[src/rtl/instruction_fetch_stage.sv]
// Fetch stage: program counter, combinational ROM addressing, and the IF/ID
// pipeline register with branch redirect, hazard freeze, flush and a fetch counter.
module instruction_fetch_stage #(
  parameter logic [31:0] RESET_PC = 32'h0000_0000,
  parameter int unsigned PC_STEP  = 4
) (
  input  logic        clk,
  input  logic        rst,
  input  logic        freeze,
  input  logic        flush,
  input  logic        branch_taken,
  input  logic [31:0] branch_target,
  output logic [31:0] rom_address,
  input  logic [31:0] rom_inst,
  output logic [31:0] if_pc,
  output logic [31:0] id_inst,
  output logic [31:0] id_pc,
  output logic        id_valid,
  output logic [31:0] fetch_count
);

  localparam logic [31:0] STEP = 32'(PC_STEP);
  localparam logic [31:0] NOP  = 32'h0000_0000;

  logic [31:0] pc_q;
  logic [31:0] pc_plus_step;
  logic [31:0] pc_redirect;
  logic        bubble_load;
  logic        valid_load;

  // Modulo-2^32 increment: the top word wraps back to address zero.
  assign pc_plus_step = pc_q + STEP;
  assign pc_redirect  = {branch_target[31:2], 2'b00};

  // A taken branch kills the word fetched this cycle, even while frozen.
  assign bubble_load  = flush || branch_taken;
  assign valid_load   = !bubble_load && !freeze;

  always_ff @(posedge clk) begin
    if (rst) begin
      pc_q <= RESET_PC;
    end else if (branch_taken) begin
      pc_q <= pc_redirect;
    end else if (!freeze) begin
      pc_q <= pc_plus_step;
    end
  end

  // id_valid qualifies id_inst/id_pc: when low the register holds a NOP bubble
  // and decode must not treat it as a real instruction. There is no ready;
  // back-pressure arrives only through freeze, which holds every IF/ID field.
  always_ff @(posedge clk) begin
    if (rst || bubble_load) begin
      id_inst  <= NOP;
      id_pc    <= 32'h0;
      id_valid <= 1'b0;
    end else if (valid_load) begin
      id_inst  <= rom_inst;
      id_pc    <= pc_plus_step;
      id_valid <= 1'b1;
    end
  end

  always_ff @(posedge clk) begin
    if (rst) begin
      fetch_count <= 32'h0;
    end else if (valid_load) begin
      fetch_count <= fetch_count + 32'h1;
    end
  end

  assign rom_address = pc_q;
  assign if_pc       = pc_q;

endmodule

[config.mk]
export PLATFORM = sky130hd
export DESIGN_NAME = instruction_fetch_stage
export DESIGN_NICKNAME = d
export VERILOG_FILES = /design/src/rtl/instruction_fetch_stage.sv
export SDC_FILE = /design/constraint.sdc
export NUM_CORES = 1
export LEC_CHECK = 0
export ABC_AREA = 1
export ABC_CLOCK_PERIOD_IN_PS = 4000
export CAP_MARGIN = 20
export CORE_ASPECT_RATIO = 1.1
export CORE_MARGIN = 2
export CORE_UTILIZATION = 45
export CTS_CLUSTER_DIAMETER = 40
export CTS_CLUSTER_SIZE = 28
export DETAILED_ROUTE_END_ITERATION = 16
export PLACE_DENSITY_LB_ADDON = 0.08
export SYNTH_ARGS = -nofsm -noshare
export SYNTH_HDL_FRONTEND = slang
export SYNTH_SLANG_ARGS = --single-unit
[constraint.sdc]
create_clock -name clk -period 4 [get_ports clk]
set_clock_uncertainty 0.05 [all_clocks]
set_input_delay 0.8 -clock clk [delete_from_list [all_inputs] [get_ports clk]]
set_output_delay 0.8 -clock clk [all_outputs]
set_load 0.03 [all_outputs]
# After elaboration in Yosys (flattened, before gate mapping)
# Index checks and enable logic that the tools add are counted.
# word_totals
reg_bits	129
in_bits	69
output_inout_bits	161
word_cells	17
# classes
n_addsub	2
n_eq_ne	1
muxes	2
reduce_logical	6
# op_table
cell	count
$mux 32	2
$add 32x1->32 const B	1
$add 32x3->32 const B	1
$logic_not 1->1	2
$logic_or 1x1->1	2
$ne 2x1->1 const B	1
$reduce_or 2->1	1
$logic_and 1x1->1	1

# Longest topological paths before layout
# Gate-level depths: netlist (run 1).
# logic_depth
depth_word	3
ltp_mapped	10
mapped_depth_nobuf	10

# Worst setup path after synthesis (run 1)
# OpenSTA, ideal clock, no wires.
# synth_path
path_type	input to register
from	input port branch_taken
to	register fetch_count[20]
t_arrival_ns	1.708
t_required_ns	3.822
setup_slack_ns	2.115
cell_stages	9
n_path_buf	1
cell_sequence	buf_6 nor2_8 nand3_2 nor2_2 nand4_2 nor2_1 nand2_1 nand2_1 nor2_1
# synth_via
elab_chain_len	3
# synth_rtl
item	line	rtl
from (decl)	11	input logic branch_taken,
$logic_or 1x1->1	36	assign bubble_load = flush || branch_taken;
$logic_not 1->1	37	assign valid_load = !bubble_load && !freeze;
$logic_and 1x1->1	37	
to (signal assigned)	68	fetch_count <= fetch_count + 32'h1;
to (decl)	19	output logic [31:0] fetch_count
# Every way passes these cells.
# A chain may end at the register's enable or synchronous reset.

# Worst setup path in the final report (run 1)
# layout_path
from	input port branch_taken
to	register id_pc[18]
# layout_via
elab_chain_len	3
word_cells_on_any_way	4
cone_classes	4 x reduce/logical
# layout_rtl
item	line	rtl
$logic_or 1x1->1 (*)	36	
$logic_not 1->1	37	
$logic_and 1x1->1	37	
to (signal assigned)	59	id_pc <= pc_plus_step;
to (decl)	17	output logic [31:0] id_pc,
# Every way passes the cells marked *; elsewhere a longest branch is shown, timed or not.

==> results of run 1 <==
synth_stat cells, drive strengths merged:
cell,n
a21oi,37
inv,103
o21a,3
clkbuf,23
xor2,16
a31oi,8
o21ai,81
a22o,7
dfxtp,125
conb,1
a211oi,2
and2,2
buf,47
nor3,5
nand2,233
o21bai,2
nor2,230
a22oi,1
ha,2
a21o,3
xnor2,7
nand4,9
nand3,32
sequential cells by signal, summed over array words and instances, names as in the netlist:
name,cells
id_valid,1
fetch_count,32
id_inst,32
if_pc,30
id_pc,30
logic make-up (layout without fill, tap and decap cells):
group	Yosys count	in the layout
buf+inv	173	361
fa+ha+maj	2	2
compound gates	144	144
simple gates	511	511
flops	125	125
other cells	1	6
xor+xnor	23	23
worst max-delay path by stage:
stage | from | endpoint | slack (ps) | depth (start not counted)
2_1_floorplan | branch_taken | fetch_count[20] | 2110 | 9
3_3_place_gp | branch_taken | id_pc[29] | 1020 | 8
3_5_place_dp | branch_taken | id_pc[18] | 970 | 8
4_1_cts | branch_taken | id_pc[18] | 1400 | 8
5_1_grt | branch_taken | id_pc[10] | 1230 | 8
6_report | branch_taken | id_pc[18] | 1430 | 8
area by class of cell:
| cell class | count | area share, % |
|---|---|---|
| multi-input combinational | 686 | 34.7 |
| inverter | 103 | 4.20 |
| tap | 188 | 2.56 |
| timing repair buffer | 227 | 24.5 |
| clock buffer | 24 | 5.13 |
| clock inverter | 7 | 1.74 |
| sequential | 125 | 27.2 |
worst max-delay path: cells and delay by family:
kind	cells	cell delay, ps
compound gates	1	100
buf+inv	5	1760
simple gates	2	160
metal layers:
metal | vias to the layer above | track usage [%]
li1 | 3382 | -
met1 | 3068 | 29.5
met2 | 203 | 44.3
met3 | 30 | 6.73
met4 | 0 | 9.85
met5 | - | 0
through the flow:
step	instance area, µm²	worst slack [ps]	hold slack [ps]	instances	utilization (%)
2_1_floorplan	6490	2110	544	984	-
3_3_place_gp	8570	1020	408	1329	61.6
3_5_place_dp	8570	967	414	1329	61.6
4_1_cts	9200	1400	432	1360	66.2
5_1_grt	9200	1230	467	1360	66.2
6_report	9200	1430	429	1360	66.2
power groups by stage:
stage	clock (W)	sequential, W	combinational [W]
after global placement	0	0.00135	0.000447
after CTS	0.00169	0.00132	0.000452
after floorplan	0	0.00141	0.000200
final	0.00168	0.00132	0.000449
after global routing	0.00176	0.00133	0.000483
after detailed placement	0	0.00135	0.000450
==> results.md, run 1 <==
Run status:
- The flow ran to the end, and the final reports show no timing, DRC or antenna violations.

STA:
- Of the available clock period, the critical path in the final layout requires 64.4%.
- The count of final hold-check violations was 0.
- Setup violations remaining at the end of the flow were counted as 0.
- The achievable clock frequency is between 0.3 and 0.4 GHz.
- The final critical delay including setup and external delays is 2570 ps.
- The slew of the pin with the lowest slew margin is 612 ps.
- Summed over all failing endpoints, the final setup total negative slack is 0 ps.
- The max-slew violation count is 0.
- Setup repair after global routing left no endpoint under its margin.
- The worst slew margin relative to its limit is 59.2%.

Global routing:
- For this run, the total global-route usage over all layers was measured as between 20% and 30%.
- The number of global-route vias before repair was 6241.
- The initial antenna violation count was 0.
- Global routing finished with a remaining overflow of 0.
- The wire length of the first global-routing pass is between 30000 and 40000 µm.
- The largest net degree at the start of global routing is 61.

Final layout:
- After filler insertion, the fill cell instance count of the layout stands at ~1300.
- The multi-input combinational cells in the finished layout cover a total of 3190 µm².
- The top cell types in the final layout, fill and taps aside, are 228 x sky130_fd_sc_hd__nand2_1, 220 x sky130_fd_sc_hd__clkdlybuf4s50_1, 212 x sky130_fd_sc_hd__nor2_1.
- The sequential cell area is 2500 µm².
- The library cell used most frequently in the layout, excluding fill and tap cells, is sky130_fd_sc_hd__nand2_1.
- The final-stage net count is 1231.
- In the final layout, the share of cells above drive strength 1 is 6.06%.
- The number of antenna diodes in the final layout is 0.
- The area added between synthesis and finish is 42.2%.

Yosys:
- A synthesized cell averages 6.61 µm².
- The basic-gate share of the synthesized area counting and, or, nand and nor cells is 33.3%.
- The sequential cell area fraction in the yosys report is 38.7%.
- During synthesis, Yosys emitted a total of 0 warnings.
- The fraction of post-synthesis cell area in the top cell type by area is 38.7%.
- The number of register bits inferred by synthesis is 125.
- Yosys attributes the largest share of cell area to sky130_fd_sc_hd__dfxtp_1 39%, sky130_fd_sc_hd__nand2_1 13%, sky130_fd_sc_hd__nor2_1 12%.
- The cell area after synthesis is ~6500 µm².
- The XOR/XNOR share of the synthesized area is 3.11%.
- By area, the combinational part of the netlist is dominated by simple AND/OR/NAND/NOR gates.
- The largest total area in the synthesized netlist belongs to sky130_fd_sc_hd__dfxtp_1.
- The number of standard cells after synthesis is slightly below 1000.
- After synthesis, the netlist uses 37 different library cells.
- The portion of synthesized area spent on multiplexers is 0%.
- The area share of fa/ha/maj cells after synthesis is 0.387%.
- The fraction of the mapped netlist area in compound gates is roughly 12%.

CTS:
- The buffers inserted during post-CTS setup optimization is 0.
- The later pin in the worst-skew pair is clocked with a latency of 420 ps.
- The tree is rooted in a sky130_fd_sc_hd__clkbuf_16.
- The number of buffers between clock root and the deepest sink is 2.
- TritonCTS built the clock tree.
- For this design, the sink count on the clock tree is 125.
- The number of gates resized after CTS was 0.
- Buffers inserted to repair hold after CTS numbered 0.
- In this run the number of H-tree levels came out at 4.
- TritonCTS created 17 clock buffers.
- Clock-pin slew was measured on the worst setup and hold paths at 50 ps.

Die:
- The floorplan step set the die height to 130 µm.
- The initial core utilization is 46.5%.
- The area enclosed by the die boundary is about 15000 µm².
- The floorplan die width is 118 µm.
- The placement row count is 45.
- The count of boundary I/O pins is 230.
- The area of the core region is 13900 µm².

Worst setup path:
- The depth of the worst register-to-register path is 10.
- The setup path with the least slack is of type in -> reg.
- STA classifies the critical path startpoint as an input pin.
- Counting stages on the worst path, the most repeated cell is sky130_fd_sc_hd__buf_4.
- Walking the worst path, the cells encountered are clkdlybuf4s50_1 > buf_4 > nor3_4 > buf_4 > inv_2 > nor2_1 > o21ai_0 > inv_1.
- For this design, the slowest cell found on the critical path is sky130_fd_sc_hd__clkdlybuf4s50_1.
- The worst register-to-register path ends at if_pc[20].
- The largest driver fanout on the critical path is 39.
- The startpoint identified for the worst register-to-register timing path is if_pc[2].
- STA puts the critical path data arrival time at 2830 ps.
- STA classifies the critical path endpoint as a flip-flop.
- The delay of the slowest critical-path stage is 590 ps.
- In this run the register-to-register setup slack is around 2100 ps.
- The required time at the endpoint of the critical path is 4260 ps.

Power:
- Across the VDD grid, the largest voltage drop is 219 µV.
- The design draws about 0.0035 W.
- The clock network burns 48.6% of the power.
- The internal portion of the total power is 0.00261 W.
- Summed over all nets, the switching power comes to 0.000848 W.
- Summed over all cells, the static leakage comes to 3.75 nW.
- Net switching is 24.6% of the power.
- The fraction of power consumed by sequential logic is 38.4%.
- The combinational cell fraction of total power is between 10% and 20%.
- For this design the ratio of total power to cell area is 375 nW/µm².

Routing:
- After detailed routing, the met2 layer carries 9540 µm of wire.
- Dividing the detail-routed via count by the number of cells gives 4.91.
- The final routed wirelength across all metal layers is between 15000 and 20000 µm.
- The routed wirelength normalized by instance count is 14.3 µm.
- Signal routing reaches up to met4.
- The first detailed-routing pass ran for 4 iterations.
- The detailed-route DRC error count is 0.
- In this run the remaining antenna-violating nets after routing total 0.
- The detailed-route via count is 6683.
- Summed over all nets, wire length on met3 after detailed routing comes to about 1300 µm.
- The routed metal-1 wirelength is 8190 µm.
- The violation count after the first detailed-route iteration is just over 400.

Place:
- The routability congestion estimate from global placement is 0.904.
- Input and output buffers added on the ports amount to 221.
- The detailed placer's ending HPWL is 13800 µm.

Min path:
- The class of the tightest hold or removal check is reg -> reg.
- The hold path depth is 2.
- For hold timing, the worst endpoint is id_pc[4].
- The worst hold path begins at id_pc[4].

Run:
- The max capacitance violation total is 0.
(Power assumes the default switching activity.)
==> inputs of run 2 (changes only) <==
--- a/config.mk
+++ b/config.mk
@@ -6,11 +6,11 @@
 export NUM_CORES = 1
 export LEC_CHECK = 0
 export ABC_AREA = 1
-export ABC_CLOCK_PERIOD_IN_PS = 4000
+export ABC_CLOCK_PERIOD_IN_PS = 2200
 export CAP_MARGIN = 20
 export CORE_ASPECT_RATIO = 1.1
 export CORE_MARGIN = 2
-export CORE_UTILIZATION = 45
+export CORE_UTILIZATION = 41
 export CTS_CLUSTER_DIAMETER = 40
 export CTS_CLUSTER_SIZE = 28
 export DETAILED_ROUTE_END_ITERATION = 16
==> constraint.sdc (replaced) <==
create_clock -name clk -period 2.2 [get_ports clk]
set_clock_uncertainty 0.05 [all_clocks]
set_input_delay 0.44 -clock clk [delete_from_list [all_inputs] [get_ports clk]]
set_output_delay 0.44 -clock clk [all_outputs]
set_load 0.03 [all_outputs]
==> run 2 against run 1 <==
Compared with the run above:
- routed wire length grew 0.83%
- global-route usage shrank 1.5 points
- combinational power grew 86%
- critical path depth shrank 6
- via count shrank 0.61%
- sequential power grew 83%
- clock power grew 64%
- sequential share of layout area shrank 0.30 points
- clock-buffer cell count shrank 3
- critical endpoint is now if_pc[2]
- largest cell class unchanged
==> results.md, run 2 (synthesized netlist as in run 1, its figures left out) <==
Routing:
- The final routed wirelength across all metal layers was 19600 µm (was 19400 µm).
- The violation count after the first detailed-route iteration is 363 (was 408).
- The detailed-router iteration count before antenna repair came to 4 (unchanged).
- The vias per cell is 4.79 (was 4.91).
- The detailed-route via count was 6642 (was 6683).
- The detailed-route DRC error count is 0 (unchanged).
- The number of nets with antenna violations after detailed routing is 0 (unchanged).
- The routed wirelength normalized by instance count came to 14.1 µm (was 14.3 µm).

Worst setup path:
- The endpoint of the lowest-slack register-to-register path is if_pc[20] (unchanged).
- The launching instance or port of the critical path is if_pc[2] (was branch_taken).
- The kind of start point of the critical path is a flip-flop (was input pin).
- The largest driver fanout on the critical path is 4 (was 39).
- The depth of the worst register-to-register path came to 10 (unchanged).
- The worst setup path category is reg -> out (was in -> reg).
- The type of element capturing the critical path is an output port (was flip-flop).
- The arrival time at the worst endpoint is 1670 ps (was 2830 ps).
- The required time at the endpoint of the critical path is 1710 ps (was 4260 ps).
- The origin of the critical flop-to-flop path is if_pc[3] (was if_pc[2]).
- The reg2reg setup slack was 410 ps (was 2090 ps).

Global routing:
- The wire length of the first global-routing pass is 31100 µm (was 30900 µm).
- The global-route usage over all layers came to 23.8% (was 25.2%).
- The initial antenna violation count was 0 (unchanged).
- The total overflow reported by the global router is 0 (unchanged).
- The largest net degree at the start of global routing is 45 (was 61).
- The number of global-route vias before repair is 6161 (was 6241).

STA:
- The setup total negative slack is 0 ps (unchanged).
- Setup repair after global routing missed its margin: false (unchanged).
- The worst setup slack after layout came to 40.6 ps (was 1430 ps).
- The max-slew violation count came to 0 (unchanged).
- The slew of the pin with the lowest slew margin was 596 ps (was 612 ps).
- The final count of negative-setup-slack endpoints is 0 (unchanged).
- The count of final hold-check violations came to 0 (unchanged).
- The post-route worst hold slack is 223 ps (was 429 ps).
- The worst slew margin relative to its limit was 60.2% (was 59.2%).
- The final critical delay including setup and external delays is 2160 ps.
- In the finished design, the share of the clock period the worst path needs comes to around 98%.
- The achievable clock frequency is 0.463 GHz.

Final layout:
- Largest registers in the final layout: fetch_count: 32 flops, id_inst: 32 flops (unchanged).
- Commonest cells after routing, fill and taps aside: 228 x sky130_fd_sc_hd__nand2_1, 220 x sky130_fd_sc_hd__clkdlybuf4s50_1, 212 x sky130_fd_sc_hd__nor2_1 (unchanged).
- The share of cells above drive strength 1 was 7.50% (was 6.06%).
- The leading cell type in the layout, fill and taps excluded is sky130_fd_sc_hd__nand2_1 (unchanged).
- The area added between synthesis and finish is 43.8% (was 42.2%).
- The post-route core utilization came to 59.8% (was 66.2%).
- The final-stage net count was 1245 (was 1231).
- The number of antenna diodes was 0 (unchanged).

CTS:
- The CTS tree is built (unchanged).
- The number of buffers between clock root and the deepest sink is 2 (unchanged).
- The clock root buffer master is sky130_fd_sc_hd__clkbuf_16 (unchanged).
- The number of levels the H-tree was split into is 4 (unchanged).
- The total of cells resized after clock tree synthesis is 0 (unchanged).
- The worst-skew pair later-pin latency is 420 ps (about the same).
- The count of hold buffers inserted by post-cts repair is 0 (unchanged).
- The buffers inserted during post-CTS setup optimization is 0 (unchanged).
- The CTS buffer count came to 17 (unchanged).
- The sink count of the clock tree is 125 (unchanged).
- The clock-pin slew on the worst setup and hold paths is 50 ps (about the same).

Die:
- The area of the core region is 15600 µm² (was 13900 µm²).
- The initial core utilization came to 41.6% (was 46.5%).
- The count of boundary I/O pins came to 230 (unchanged).
- The area enclosed by the die boundary came to 16800 µm² (was 15400 µm²).
- The overall die height is 136 µm (was 130 µm).
- The placement row count is 48 (was 45).
- The floorplan die width is 124 µm (was 118 µm).

Place:
- The number of buffer cells added on primary ports came to 221 (unchanged).
- The detailed placer's ending HPWL is 14300 µm (was 13800 µm).
- The routability congestion estimate from global placement is 0.857 (was 0.904).
- The worst-case setup slack after placement is 45.1 ps (was 967 ps).

Min path:
- The class of the tightest hold or removal check is in -> reg (was reg -> reg).
- The worst hold path endpoint was fetch_count[27] (was id_pc[4]).
- The hold path depth was 2 (unchanged).
- The hold path startpoint is rst (was id_pc[4]).

Run status:
- Run status: finished clean (unchanged).

Run:
- The max capacitance violation total was 0 (unchanged).

Power:
- The total power per unit cell area was 644 nW/µm² (was 375 nW/µm²).
- The maximum VDD drop is 483 µV (was 219 µV).
- The static leakage power came to 3.80 nW (was 3.75 nW).
==> run 2: cell count changes in the layout (fill, tap and decap cells not counted), sizes merged <==
cell	change
buf	+14
clkbuf	-3
bufinv	-3
clkinvlp	+5
clkinv	+2
==> run 2: routing by layer <==
metal	track usage [%]	up-vias	wire, µm	part of all wire [%]
met1	29.3	3007	8350	43
met5	0	-	0	0
met3	6.40	28	1260	6.4
met4	8.14	0	445	2.3
met2	39.7	199	9530	49
li1	-	3408	-	-
==> run 2: area by class of cell <==
cell class                      instances  area (µm²)
Fill cell                            1510        6250
Multi-Input combinational cell        686        3190
Sequential cell                       125        2500
Timing Repair Buffer                  241        2390
Clock buffer                           21         460
Inverter                              103         387
Tap cell                              200         250
Clock inverter                         11         118
==> run 2: report_power, final <==
group	leakage, nW	total [W]	switching [W]	internal, W
logic	2.51	0.000834	0.000472	0.000362
registers	1.02	0.00241	0.0000745	0.00233
clock network	0.271	0.00275	0.00103	0.00172
==> run 2: stage by stage <==
step                std cells  area (µm²)  power, W
floorplan                 984        6490   0.00293
global placement         1355        8730   0.00329
detailed placement       1355        8730   0.00329
CTS                      1387        9300   0.00604
global route             1387        9300   0.00622
finish                   1387        9300   0.00599
==> run 2: worst max-delay path by stage <==
stage / to
global route: rom_address[19]
finish: if_pc[2]
global placement: fetch_count[20]
CTS: if_pc[2]
floorplan: if_pc[20]
detailed placement: fetch_count[20]
==> run 2: critical path: stages, from the launching register on <==
cell and delay, ps:
sky130_fd_sc_hd__dfxtp_1 410, sky130_fd_sc_hd__buf_4 180, sky130_fd_sc_hd__clkdlybuf4s50_1 670
==> variant 1, RTL diff (flow settings as in run 1) <==
Reset style: asynchronous (`rst`), changed in 2 clocked blocks.
--- a/src/rtl/instruction_fetch_stage.sv
+++ b/src/rtl/instruction_fetch_stage.sv
@@ -37,5 +37,5 @@
   assign valid_load   = !bubble_load && !freeze;
 
-  always_ff @(posedge clk) begin
+  always_ff @(posedge clk or posedge rst) begin
     if (rst) begin
       pc_q <= RESET_PC;
@@ -62,5 +62,5 @@
   end
 
-  always_ff @(posedge clk) begin
+  always_ff @(posedge clk or posedge rst) begin
     if (rst) begin
       fetch_count <= 32'h0;
Check against the original RTL: differs if rst is asserted again (counterexample within 4 cycles, from zero or initial values and one cycle with rst high); with rst held inactive, the same outputs for 4 cycles.
==> variant 1 against run 1 <==
Die area is 2.5% higher. Power is 10% higher. First-iteration DRC count is 5.6% higher. Design area is 2.0% higher. Routed wire length is 0.43% lower. Via count is 0.66% lower. Sequential cell count stayed put. Synthesized area is 2.5% higher. Worst setup slack worse by 0.059 ns. Hold slack worse by 0.0031 ns. Critical path depth is 2 higher. Critical path type unchanged. Critical endpoint is now fetch_count[22].
==> variant 1: results (changes against run 1) <==
Syn Area/Cell 6.72 sq um (+1.7%); XOR/XNOR Fraction of Synth Area 3.30% (+0.19 points); Worst EP arrival 2.89 ns (+0.06 ns); first-pass GRT wire length 31300 microns (+1.2%); vias 6639 (-0.66%); seq pwr 1.44 mW (+9%); buffering overhead 24.1% (-0.35 points); # fillers 1321 (+2.5%); Seq area share 30.0% (+2.8 points); DP Worst Slack 0.943 ns (-0.0239 ns); first-pass iteration count of the detailed router 5 (+1); Final HPWL DP 14000 microns (+1.8%); r2r endpoint id_pc[26]; total power 3.81 mW (+10%); asr flop ratio synth 49.6% (+50 points); cell count after placement 1347 (+1.4%); most frequent cells after synthesis nand2_1, nor2_1, inv_1, o21ai_0, dfxtp_1; R2R setup slack 2.01 ns (-0.08 ns); gpl congestion 0.908 (+0.35%); grt met3 use 4.99% (-1.7 points); Synth Area in Compound Gates 7.13% (-5.0 points); clk_buf instances 28 (+17%); Util after Layout 65.2% (-0.92 points); Min-Delay Endpoint id_valid; maximum vdd drop 0.272 mV (+24%); fraction of area in multi-input gates 33.1% (-1.6 points); slowest stage cell, crit path inv_2; worst hold start id_valid; pin count of the biggest net entering global routing 63 (+3.3%); Seq/Total Area, Yosys 42.4% (+3.7 points); Routed WL 19300 microns (-0.43%); GR Layer Usage met1 30.3% (+0.75 points); gr usage total 25.1% (-0.083 points); vias in the first global route 6305 (+1.0%); invs w/o clock 91 (-12%); synth unique cells 31 (-16%); fin cells 1378 (+1.3%); largest cells by area after synthesis dfrtp_1, dfxtp_1, nand2_1; status completed
[variant 1: cell count changes in the layout (fill, tap and decap cells not counted), moves of 6 or more]
| cell | delta |
|---|---|
| nand2_1 | +94 |
| a31oi_1 | -8 |
| a22o_1 | -6 |
| dfxtp_1 | -62 |
| nand3b_1 | +13 |
| o21ai_1 | -16 |
| o211ai_1 | +11 |
| nand3_1 | +7 |
| nor2_4 | -9 |
| dfrtp_1 | +62 |
| a21oi_1 | -32 |
| inv_1 | -8 |
[variant 1: worst max path at each step]
stage	startpoint	end	slack [ns]	cells after the start
3_5_place_dp	freeze	fetch_count[22]	0.94	10
3_3_place_gp	branch_taken	if_pc[9]	0.95	7
6_report	freeze	fetch_count[22]	1.37	10
2_1_floorplan	rst	id_inst[0]	0.77	7
4_1_cts	freeze	fetch_count[22]	1.37	10
5_1_grt	branch_taken	if_pc[10]	1.14	7
[variant 1: metal layers]
metal  vias up  part of all wire [%]
met5         -                     0
met4         0                   2.0
met3        29                   5.4
met2       219                    50
met1      3018                    42
li1       3373                     -
==> variant 2, RTL diff (settings of run 1) <==
Without the edit above. Register the inputs `freeze`, `flush`, `branch_taken`, `branch_target` and `rom_inst` before use, cleared by the reset. The logic sees them one clock later.
--- a/src/rtl/instruction_fetch_stage.sv
+++ b/src/rtl/instruction_fetch_stage.sv
@@ -23,4 +23,26 @@
   localparam logic [31:0] NOP  = 32'h0000_0000;
 
+  logic freeze_q;
+  logic flush_q;
+  logic branch_taken_q;
+  logic [31:0] branch_target_q;
+  logic [31:0] rom_inst_q;
+
+  always_ff @(posedge clk) begin
+    if (rst) begin
+      freeze_q        <= '0;
+      flush_q         <= '0;
+      branch_taken_q  <= '0;
+      branch_target_q <= '0;
+      rom_inst_q      <= '0;
+    end else begin
+      freeze_q        <= freeze;
+      flush_q         <= flush;
+      branch_taken_q  <= branch_taken;
+      branch_target_q <= branch_target;
+      rom_inst_q      <= rom_inst;
+    end
+  end
+
   logic [31:0] pc_q;
   logic [31:0] pc_plus_step;
@@ -31,16 +53,16 @@
   // Modulo-2^32 increment: the top word wraps back to address zero.
   assign pc_plus_step = pc_q + STEP;
-  assign pc_redirect  = {branch_target[31:2], 2'b00};
+  assign pc_redirect  = {branch_target_q[31:2], 2'b00};
 
   // A taken branch kills the word fetched this cycle, even while frozen.
-  assign bubble_load  = flush || branch_taken;
-  assign valid_load   = !bubble_load && !freeze;
+  assign bubble_load  = flush_q || branch_taken_q;
+  assign valid_load   = !bubble_load && !freeze_q;
 
   always_ff @(posedge clk) begin
     if (rst) begin
       pc_q <= RESET_PC;
-    end else if (branch_taken) begin
+    end else if (branch_taken_q) begin
       pc_q <= pc_redirect;
-    end else if (!freeze) begin
+    end else if (!freeze_q) begin
       pc_q <= pc_plus_step;
     end
@@ -56,5 +78,5 @@
       id_valid <= 1'b0;
     end else if (valid_load) begin
-      id_inst  <= rom_inst;
+      id_inst  <= rom_inst_q;
       id_pc    <= pc_plus_step;
       id_valid <= 1'b1;
Function: changed (a bounded check fails within 4 cycles, from zero or initial values and one cycle with rst high).
==> variant 2 against run 1 <==
Sequential share of layout area up 7.2 points. Synthesized area up 28%. Register-to-register slack worse by 0.35 ns. Highest routed layer unchanged. Via count rose by 13%. Sequential cell count increased by 65. Core utilization fell by 5.4 points. Combinational power up 29%. Hold slack worse by 0.022 ns. Largest cell class is now registers. Design area up 20%. Worst setup slack gained 0.0017 ns. Routed wire length rose by 12%. Power rose by 26%.
==> variant 2: results (changes against run 1) <==
hold slack 0.407 ns (-0.0225 ns); leakage 4.63 nW (+24%); CP peak stage delay 0.77 ns (+0.18 ns); initial antenna violation count 1 (+1); reg2reg start branch_taken_q; gpl congestion 0.937 (+3.5%); worst hold start rom_inst_q[28]; maximum vdd drop 0.314 mV (+43%); R2R depth 7 (-3); gr usage total 22.6% (-2.6 points); Synth Area in Compound Gates 8.89% (-3.2 points); relative slew slack 56.4% (-2.8 points); met2 Use GR 39.5% (-4.9 points); status completed; fin crit period 2.57 ns (-0.00168 ns); Worst Setup SP if_pc[16]; DP Area 10400 sq um (+22%); Synth Area in Adders 0.301% (-0.085 points); pin count of the biggest net entering global routing 70 (+15%); XOR/XNOR Fraction of Synth Area 2.00% (-1.1 points); Switch Pwr 1.23 mW (+45%); Mapped Cells 1199 (+22%); vias 7577 (+13%); Min-Delay Endpoint id_inst[28]; Critical Path End rom_address[16]; vias in the first global route 7033 (+13%); wire per inst 13.3 microns (-6.7%); share of post-route cells with drive strength above 1 4.99% (-1.1 points); DP Worst Slack 1.67 ns (+0.702 ns); GR Layer Usage met1 26.7% (-2.8 points); drt first-iter violations 427 (+4.7%); grt met3 use 6.46% (-0.27 points); R2R setup slack 1.74 ns (-0.35 ns); clk slew on worst S/H paths 0.07 ns (+0.02 ns)
variant 2: cell types whose count changed after synthesis, moves of 3 or more:
cell / run 1 / this run
nand4_2: 3 / 0
inv_1: 95 / 166
xor2_1: 16 / 12
dfxtp_1: 125 / 190
inv_2: 8 / 5
nor2_1: 212 / 278
nand2_1: 228 / 250
buf_1: 5 / 12
a22o_1: 7 / 4
variant 2: routing by layer:
| layer | routed length (microns) | vias up |
|---|---|---|
| met2 | 10700 | 185 |
| li1 | - | 3954 |
| met5 | 0 | - |
| met1 | 9290 | 3411 |
| met4 | 408 | 0 |
| met3 | 1340 | 27 |
variant 2: final cells by class:
| type | count | area (sq um) |
|---|---|---|
| well taps | 243 | 304 |
| diodes | 1 | 2.50 |
| repair buffers | 226 | 2260 |
| multi-input cells | 765 | 3430 |
| fillers | 1751 | 7150 |
| clock buffers | 17 | 425 |
| inverters | 171 | 642 |
| flip-flops and latches | 190 | 3800 |
| clock inverters | 15 | 194 |
